--- config.mk ---
export PLATFORM = sky130hd
export DESIGN_NAME = ftdi_pkt_engine
export DESIGN_NICKNAME = d
export VERILOG_FILES = /design/src/rtl/ftdi_pkt_engine.sv
export SDC_FILE = /design/constraint.sdc
export NUM_CORES = 1
export LEC_CHECK = 0
export CORE_MARGIN = 1.5
export CORE_UTILIZATION = 53
export DETAILED_ROUTE_END_ITERATION = 10
export PLACE_DENSITY = 0.74
export RECOVER_POWER = 100
export SLEW_MARGIN = 40
export SYNTH_ARGS = -nofsm -noshare
export SYNTH_HDL_FRONTEND = slang
export SYNTH_SLANG_ARGS = --single-unit
--- constraint.sdc ---
create_clock -name in_clk -period 4.5 [get_ports in_clk]
set_clock_uncertainty 0.15 [all_clocks]
set_input_delay 0.675 -clock in_clk [delete_from_list [all_inputs] [get_ports in_clk]]
set_output_delay 0.675 -clock in_clk [all_outputs]
set_load 0.005 [all_outputs]
--- src/rtl/ftdi_pkt_engine.sv ---
// ftdi_pkt_engine: framed {opcode,len,payload} processor with echo/invert/reverse/sum
// responses, inter-byte timeout, saturating error count and packet statistics.
module ftdi_pkt_engine #(
  parameter int         MAX_LEN        = 16,
  parameter int         TIMEOUT_CYCLES = 1000000,
  parameter logic [7:0] ERR_BYTE       = 8'hEE,
  parameter logic [7:0] OP_ECHO        = 8'h00,
  parameter logic [7:0] OP_INV         = 8'hAA,
  parameter logic [7:0] OP_REV         = 8'h33,
  parameter logic [7:0] OP_SUM         = 8'hE0
) (
  input  logic        in_clk,
  input  logic        in_reset_n,
  input  logic [7:0]  in_rx_data,
  input  logic        in_rx_valid,
  output logic        out_rx_ena,
  output logic [7:0]  out_tx_data,
  output logic        out_tx_valid,
  input  logic        in_tx_ready,
  output logic        out_busy,
  output logic [7:0]  out_err_count,
  output logic [15:0] out_pkt_count
);
  typedef enum logic [2:0] {IDLE, LEN, PAYLOAD, RSP_OP, RSP_LEN, RSP_DATA, RSP_ERR} state_t;
  localparam int AW = MAX_LEN > 1 ? $clog2(MAX_LEN) : 1;
  localparam int TW = $clog2(TIMEOUT_CYCLES + 1);
  localparam logic [7:0] MAX_LEN8 = 8'(MAX_LEN);
  localparam logic [TW-1:0] TMO_LAST = TW'(TIMEOUT_CYCLES - 1);
  state_t state_q, state_d;
  logic [7:0] op_q, op_d, len_q, len_d, idx_q, idx_d, sum_q, sum_d;
  logic [7:0] tx_data_q, tx_data_d, err_q, err_d;
  logic [15:0] pkt_q, pkt_d;
  logic [TW-1:0] tmo_q, tmo_d;
  logic rx_ena_q, rx_ena_d, tx_valid_q, tx_valid_d;
  logic [7:0] mem_q [MAX_LEN];
  logic mem_we, known, err_ev, xfer;
  logic [7:0] rlen, rk, rd, rsp_byte;
  logic [AW-1:0] ra;
  always_comb begin
    known = op_q inside {OP_ECHO, OP_INV, OP_REV, OP_SUM};
    rlen = (op_q == OP_SUM) ? 8'd1 : len_q;
    // rk is the index of the byte to present after the current transfer
    rk = (state_q == RSP_DATA) ? idx_q + 8'd1 : 8'd0;
    ra = AW'((op_q == OP_REV) ? len_q - 8'd1 - rk : rk);
    rd = mem_q[ra];
    rsp_byte = (op_q == OP_INV) ? ~rd : (op_q == OP_SUM) ? sum_q : rd;
    xfer = tx_valid_q && in_tx_ready;
    state_d = state_q;
    op_d = op_q;
    len_d = len_q;
    idx_d = idx_q;
    sum_d = sum_q;
    tx_data_d = tx_data_q;
    tx_valid_d = tx_valid_q;
    pkt_d = pkt_q;
    tmo_d = '0;
    mem_we = 1'b0;
    err_ev = in_rx_valid && !rx_ena_q;
    case (state_q)
      IDLE: if (in_rx_valid) begin
        op_d = in_rx_data;
        state_d = LEN;
      end
      LEN: if (in_rx_valid) begin
        if (in_rx_data == 8'd0 || in_rx_data > MAX_LEN8) begin
          state_d = RSP_ERR;
          err_ev = 1'b1;
        end else begin
          len_d = in_rx_data;
          idx_d = 8'd0;
          sum_d = 8'd0;
          state_d = PAYLOAD;
        end
      end else if (tmo_q == TMO_LAST) begin
        state_d = IDLE;
        err_ev = 1'b1;
      end else tmo_d = tmo_q + TW'(1);
      PAYLOAD: if (in_rx_valid) begin
        mem_we = 1'b1;
        sum_d = sum_q + in_rx_data;
        idx_d = idx_q + 8'd1;
        if (idx_q == len_q - 8'd1) begin
          state_d = known ? RSP_OP : RSP_ERR;
          err_ev = !known;
        end
      end else if (tmo_q == TMO_LAST) begin
        state_d = IDLE;
        err_ev = 1'b1;
      end else tmo_d = tmo_q + TW'(1);
      RSP_OP: if (!tx_valid_q) begin
        tx_valid_d = 1'b1;
        tx_data_d = op_q;
      end else if (xfer) begin
        tx_data_d = rlen;
        state_d = RSP_LEN;
      end
      RSP_LEN: if (xfer) begin
        tx_data_d = rsp_byte;
        idx_d = 8'd0;
        state_d = RSP_DATA;
      end
      RSP_DATA: if (xfer) begin
        if (idx_q == rlen - 8'd1) begin
          tx_valid_d = 1'b0;
          pkt_d = pkt_q + 16'd1;
          state_d = IDLE;
        end else begin
          idx_d = idx_q + 8'd1;
          tx_data_d = rsp_byte;
        end
      end
      RSP_ERR: if (!tx_valid_q) begin
        tx_valid_d = 1'b1;
        tx_data_d = ERR_BYTE;
      end else if (xfer) begin
        tx_valid_d = 1'b0;
        state_d = IDLE;
      end
      default: state_d = IDLE;
    endcase
    rx_ena_d = state_d inside {IDLE, LEN, PAYLOAD};
    err_d = (err_ev && err_q != 8'hFF) ? err_q + 8'd1 : err_q;
  end
  always_ff @(posedge in_clk or negedge in_reset_n) begin
    if (!in_reset_n) begin
      state_q <= IDLE;
      op_q <= '0;
      len_q <= '0;
      idx_q <= '0;
      sum_q <= '0;
      tx_data_q <= '0;
      tx_valid_q <= 1'b0;
      rx_ena_q <= 1'b1;
      err_q <= '0;
      pkt_q <= '0;
      tmo_q <= '0;
    end else begin
      state_q <= state_d;
      op_q <= op_d;
      len_q <= len_d;
      idx_q <= idx_d;
      sum_q <= sum_d;
      tx_data_q <= tx_data_d;
      tx_valid_q <= tx_valid_d;
      rx_ena_q <= rx_ena_d;
      err_q <= err_d;
      pkt_q <= pkt_d;
      tmo_q <= tmo_d;
    end
  end
  always_ff @(posedge in_clk) begin
    if (mem_we) mem_q[AW'(idx_q)] <= in_rx_data;
  end
  assign out_rx_ena = rx_ena_q;
  assign out_tx_data = tx_data_q;
  assign out_tx_valid = tx_valid_q;
  assign out_busy = state_q != IDLE;
  assign out_err_count = err_q;
  assign out_pkt_count = pkt_q;
endmodule
==> results of run 1 <==
[cell type report]
cell class,instances,area (µm²)
fillers,1644,7944
flip-flops and latches,217,6072
multi-input cells,718,4974
repair buffers,98,764.5
clock buffers,37,740.7
well taps,275,344.1
clock inverters,7,103.9
inverters,21,78.83
[what timing repair did]
| item | in CTS | in global routing |
|---|---|---|
| setup endpoints to repair | 0 | 8 |
| buffers inserted | 0 | 2 |
| hold buffers | 0 | 0 |
| resized for setup | 0 | 4 |
[state kept, by name, indices dropped and copies added, names as in the netlist]
signal	flops
mem_q	128
tmo_q	20
out_pkt_count	16
idx_q	8
len_q	8
op_q	8
out_err_count	8
out_tx_data	8
sum_q	8
state_q	3
out_rx_ena	1
out_tx_valid	1
[final timing paths]
check	start	end	slack [ps]	cells past startpoint
setup / recovery	idx_q[0]	out_tx_data[2]	210	12
hold / removal	out_pkt_count[15]	out_pkt_count[15]	330	1
max in group asynchronous	in_reset_n	state_q[1]	950	2
setup reg to reg	idx_q[0]	out_tx_data[2]	210	12
min in group asynchronous	in_reset_n	tmo_q[10]	1300	1
hold reg to reg	out_pkt_count[15]	out_pkt_count[15]	330	1
[worst max-delay path, delay by kind of cell, from the launching register on]
kind                     cells  cell delay (ps)
AND/OR/NAND/NOR              4             1150
AO/OA/AOI/OAI                3              790
adder cells (fa/ha/maj)      2              680
XOR/XNOR                     2              530
flip-flops                   1              490
multiplexers                 1              370
[layer usage]
metal	wire length [µm]	vias to the layer above	part of all wire, %
li1	-	3941	-
met1	12750	4221	42
met2	14110	484	46
met3	2774	73	9.1
met4	879	0	2.9
met5	0	-	0
[power by group]
| group | internal, W | switching (W) | total [W] |
|---|---|---|---|
| combinational | 0.00103 | 0.00144 | 0.00247 |
| clock | 0.00125 | 0.000803 | 0.00206 |
| sequential | 0.00230 | 0.000264 | 0.00256 |
[cells in the final DEF, fill, tap and decap left out, types with 8 or more instances in the layout]
cell	netlist	routed
nand2b_1	10	10
nand2_1	100	99
nor2_1	73	73
nor4_1	11	13
nand3_1	46	46
o21ai_0	44	43
dfrtp_1	88	88
nand4_1	20	20
a21oi_1	28	28
xor2_1	39	38
clkbuf_1	37	27
o22ai_1	10	10
o22a_1	9	9
and3_1	36	36
buf_4	3	26
inv_1	20	20
dlygate4sd3_1	0	44
o211ai_1	11	11
nor3_1	16	16
a21boi_0	11	11
clkbuf_16	0	25
edfxtp_1	128	128
ha_1	19	19
a31oi_1	12	12
mux2i_1	47	47
mux2_2	17	17
nor2b_1	8	8
xnor2_1	21	20
[cell families after synthesis]
| kind of cell | after synthesis | synth area share (%) |
|---|---|---|
| DFF | 217 | 53.56 |
| AOI/OAI and AO/OA | 202 | 12.68 |
| and+or+nand+nor | 363 | 16.55 |
| buffers and inverters | 72 | 2.693 |
| adders and majority gates | 21 | 2.450 |
| muxes | 71 | 7.229 |
| xor gates and xnor gates | 61 | 4.834 |
[through the flow]
| stage | setup WS [ps] | utilization [%] | total power, W | std cells |
|---|---|---|---|---|
| 5_1_grt | 9.147 | 62.21 | 0.007410 | 1373 |
| 3_5_place_dp | 46.61 | 58.65 | 0.005021 | 1327 |
| 4_1_cts | 24.59 | 62.66 | 0.007079 | 1371 |
| 3_3_place_gp | 234.0 | 58.60 | 0.004967 | 1327 |
| 6_report | 208.3 | 62.21 | 0.007088 | 1373 |
| 2_1_floorplan | 285.2 | - | 0.004164 | 1007 |
==> key figures, run 1 <==
Drt
  • Drt first pass iters: 5
  • DRT antenna net count: 0
  • DR vias: 8719
  • Iter 0 DRT Violations: 1025
  • Vias per inst: 6.350
  • Routed length per instance: 22.22 µm
  • Final WL: 30510 µm
  • DRC viols: 0

Synth
  • Commonest cells in the netlist: 128 x edfxtp_1, 100 x nand2_1, 88 x dfrtp_1
  • Post-synth top area share: 33.90%
  • Post-synth EDFFs: 128
  • Syn Nets: 1040
  • Area leader, netlist: edfxtp_1
  • Predominant post-synthesis flop cell: edfxtp_1
  • Async S/R FF share, synth: 41.01%
  • Sequential share of the synthesized area: 53.56%
  • Seq cells post-synth: 217
  • YS warnings: 0
  • Count of cell types in the netlist: 87
  • Mapped Cells: 1007
  • Count leader, synth: edfxtp_1
  • Synth area leaders: edfxtp_1 34%, dfrtp_1 19%, mux2i_1 4.1%
  • Mapped cell area: 11340 µm²
  • Mapped Avg Cell Area: 11.26 µm²

Timing
  • Setup_tns: 0 ps
  • Hold Slack: 327.3 ps
  • Period utilization: 95.37%
  • Final Slew Violations: 70
  • Hold Fails Final Rpt: 0
  • Slew margin rel.: -116.3%
  • Final min period: 4292 ps
  • Fmax: 233.0 MHz
  • RSZ-0062 raised after global routing: no
  • Setup violators final: 0
  • Slew @ Worst Pin: 3244 ps

Die
  • Ports: 47
  • Core footprint: 21020 µm²
  • Die Y: 149.3 µm
  • Row cnt: 53
  • Die area: 22280 µm²
  • Die width: 149.3 µm
  • Initial Util: 53.93%

Global routing
  • Met3 GRT Util: 4.404%
  • Grt met2 use: 43.59%
  • First-pass GRT wire length: 47110 µm
  • Congestion Overflow GR: 0
  • Number of global-route vias before repair: 8244
  • Largest net degree at the start of global routing: 70
  • GR peak layer: met2
  • Initial antenna violation count: 0
  • M1 GR Usage: 39.84%
  • Gr usage total: 27.82%

Hold path
  • Worst hold-check path type: reg2reg

Clock network
  • TritonCTS Sinks: 217
  • Clk slew on worst S/H paths: 60 ps
  • TritonCTS buffer count: 24
  • Root Driver: clkbuf_16
  • Maximum clock path buffer count: 3
  • Clock Latency Late Sink: 520 ps
  • TritonCTS clock tree: built
  • Number of H-tree levels: 1

Worst setup path
  • CP max stage delay: 520 ps
  • Setup Crit Path Kind: reg2reg
  • Cell repeated most along the worst path: ha_1
  • Critical-path cell with the highest stage delay: or4_1
  • Crit path DAT: 4550 ps
  • Worst-path maximum fanout: 8
  • Critical Path End Type: flip-flop
  • Worst path cell trace: ha_1, xor2_1, nand2_1, ha_1, a21oi_1, a211oi_1, nor3b_4, xor2_4, mux2_2, a2111o_1, or4_1, and3_1
  • Worst Path Required: 4760 ps
  • Worst setup SP type: flip-flop

Job
  • Maxcap violations: 1

Finish
  • Finished Cell Area: 13080 µm²
  • # diodes: 0
  • Fin nets: 1113
  • P&R area growth vs syn: 15.35%
  • Share of cells above drive strength 1: 10.56%

Status
  • Run status: complete, but fails checks
  • Failing checks: capacitance limit, slew limit

Placement
  • Cell Area, Placed: 12330 µm²
  • Global placement routability congestion: 0.9358
  • # port buffers: 46
  • DPL Wire Length: 21370 µm

Power
  • PD cells: 542.0 nW/µm²
  • Standby leakage power: 4.997 nW
  • Maximum VDD drop: 0.0004463 V
Power figures use the tool's default switching activity.
==> inputs of run 2 (changes only) <==
--- a/config.mk
+++ b/config.mk
@@ -10,6 +10,7 @@
 export DETAILED_ROUTE_END_ITERATION = 10
 export PLACE_DENSITY = 0.74
 export RECOVER_POWER = 100
+export SKIP_CTS_REPAIR_TIMING = 1
 export SLEW_MARGIN = 40
 export SYNTH_ARGS = -nofsm -noshare
 export SYNTH_HDL_FRONTEND = slang
==> results of run 2 <==
The final DEF is identical to that of run 1; final timing and power are the same.
==> inputs of run 3 (changes only) <==
--- a/config.mk
+++ b/config.mk
@@ -6,12 +6,11 @@
 export NUM_CORES = 1
 export LEC_CHECK = 0
 export CORE_MARGIN = 1.5
-export CORE_UTILIZATION = 53
+export CORE_UTILIZATION = 45
 export DETAILED_ROUTE_END_ITERATION = 10
-export PLACE_DENSITY = 0.74
 export RECOVER_POWER = 100
 export SKIP_CTS_REPAIR_TIMING = 1
-export SLEW_MARGIN = 40
+export SLEW_MARGIN = 20
 export SYNTH_ARGS = -nofsm -noshare
 export SYNTH_HDL_FRONTEND = slang
 export SYNTH_SLANG_ARGS = --single-unit
==> run 3 against run 2 <==
Against the previous run: the flow still finishes with violations (capacitance limit, slew limit); die area up 17%; largest cell class unchanged; final cell count up 4.2%; via count shrank 2.7%; fmax is 0.45% higher; largest power group unchanged; critical path depth up 1.
==> key figures, run 3 (synthesized netlist as in run 1, its figures left out) <==
Worst setup path
  • Critical Path End Type: flip-flop
  • Top delay family on crit path: adder cells
  • CP max stage delay: 610 ps
  • R2R depth: 13
  • Worst Path Required: 4760 ps
  • Worst path buffer plus inverter count: 4
  • Worst-path maximum fanout: 22
  • Crit path DAT: 4530 ps
  • R2R setup slack: 230 ps
  • Stages on worst setup path: 13
  • Critical-path cell with the highest stage delay: fa_2
  • Cell repeated most along the worst path: buf_4
  • Worst setup SP type: flip-flop
  • Setup Crit Path Kind: reg2reg
  • Worst path cell trace: inv_1, ha_1, nand4b_1, buf_4, fa_2, nand3_1, buf_4, nand2_1, mux4_2, a2111oi_0, clkbuf_1, a31oi_1, o32a_1

Timing
  • Final min period: 4273 ps
  • Setup violators final: 0
  • Slew @ Worst Pin: 1794 ps
  • Hold Fails Final Rpt: 0
  • Final Slew Violations: 70
  • Setup_tns: 0 ps
  • Period utilization: 94.95%
  • Slew margin rel.: -19.59%
  • Fmax: 234.1 MHz
  • Hold Slack: 329.2 ps

Finish
  • Commonest non-fill, non-tap cells in the layout: 128 x edfxtp_1, 100 x nand2_1, 88 x dfrtp_1
  • Share of cells above drive strength 1: 10.76%
  • Most common cell after layout, fill and taps aside: edfxtp_1
  • Fin nets: 1121
  • Most flops, register: mem_q
  • P&R area growth vs syn: 16.40%
  • # fillers: 2178
  • Max reg flops: 128
  • # diodes: 0
  • Final Util: 53.79%

Clock network
  • Number of H-tree levels: 1
  • Clock Latency Late Sink: 530 ps
  • TritonCTS buffer count: 24
  • Maximum clock path buffer count: 3
  • Clk slew on worst S/H paths: 60 ps
  • Root Driver: clkbuf_16
  • TritonCTS Sinks: 217
  • TritonCTS clock tree: built

Die
  • Row cnt: 57
  • Ports: 47
  • Die Y: 161.7 µm
  • Die area: 26160 µm²
  • Core footprint: 24530 µm²
  • Initial Util: 46.21%
  • Die width: 161.7 µm

Placement
  • Global placement routability congestion: 0.9098
  • DPL Wire Length: 22310 µm
  • # port buffers: 46

Drt
  • Routed length per instance: 22.32 µm
  • DRT antenna net count: 0
  • DR vias: 8482
  • Final WL: 31910 µm
  • Iter 0 DRT Violations: 797
  • Vias per inst: 5.931
  • Drt first pass iters: 5
  • DRC viols: 0

Global routing
  • Number of global-route vias before repair: 8264
  • Largest net degree at the start of global routing: 70
  • Gr usage total: 24.65%
  • First-pass GRT wire length: 49050 µm
  • Initial antenna violation count: 0
  • Congestion Overflow GR: 0

Status
  • Run status: complete, but fails checks
  • Failing checks: capacitance limit, slew limit

Power
  • Maximum VDD drop: 0.0004144 V
  • Standby leakage power: 5.027 nW
  • PD cells: 545.9 nW/µm²

Hold path
  • Worst hold-check path type: reg2reg
  • Hold path cells: 1

Job
  • Maxcap violations: 1
[run 3: changes by cell type in the layout (fill, tap and decap cells not counted), sizes merged]
cell	change
clkdlybuf4s25	-1
clkinv	+4
buf	+2
inv	-1
clkbuf	-1
clkinvlp	+1
bufinv	+4
[run 3: through the flow]
step	total power (W)	area, µm²	worst slack [ps]	std cells
3_5_place_dp	0.005056	12440	58.86	1384
2_1_floorplan	0.004164	11340	285.2	1007
5_1_grt	0.007552	13200	-49.44	1430
6_report	0.007204	13200	227.4	1430
4_1_cts	0.007235	13310	39.90	1428
3_3_place_gp	0.005025	12440	180.8	1384
[run 3: area by class of cell]
type                       count  area (µm²)  share of cell area (%)
sequential                   217        6072                   46.01
multi-input combinational    718        4974                   37.69
timing repair buffer         106       793.3                   6.011
clock buffer                  29       629.4                   4.769
tap                          324       405.4                   3.072
clock inverter                15       244.0                   1.849
inverter                      21       78.83                  0.5973
[run 3: metal layers]
metal	part of all wire [%]	GRT usage (%)
met1	45	35.45
met2	45	39.15
met3	6.5	3.652
met4	2.6	6.797
met5	0	0
[run 3: power breakdown]
group          switching [W]  internal (W)
logic                0.00144       0.00104
clock network       0.000818       0.00135
registers           0.000263       0.00230
total                0.00253       0.00468
[run 3: worst register-to-register path: cells and delay by family, from the launching register on]
family,cells,cell delay (ps)
and+or+nand+nor,3,400
adders and majority gates,2,980
DFF,1,490
AOI/OAI and AO/OA,3,910
muxes,1,530
buffers and inverters,4,700
[run 3: final timing paths]
check	start	endpoint
setup reg to reg	idx_q[0]	out_tx_data[5]
hold / removal	out_pkt_count[15]	out_pkt_count[15]
min in group asynchronous	in_reset_n	out_pkt_count[8]
hold reg to reg	out_pkt_count[15]	out_pkt_count[15]
setup / recovery	idx_q[0]	out_tx_data[5]
max in group asynchronous	in_reset_n	op_q[7]
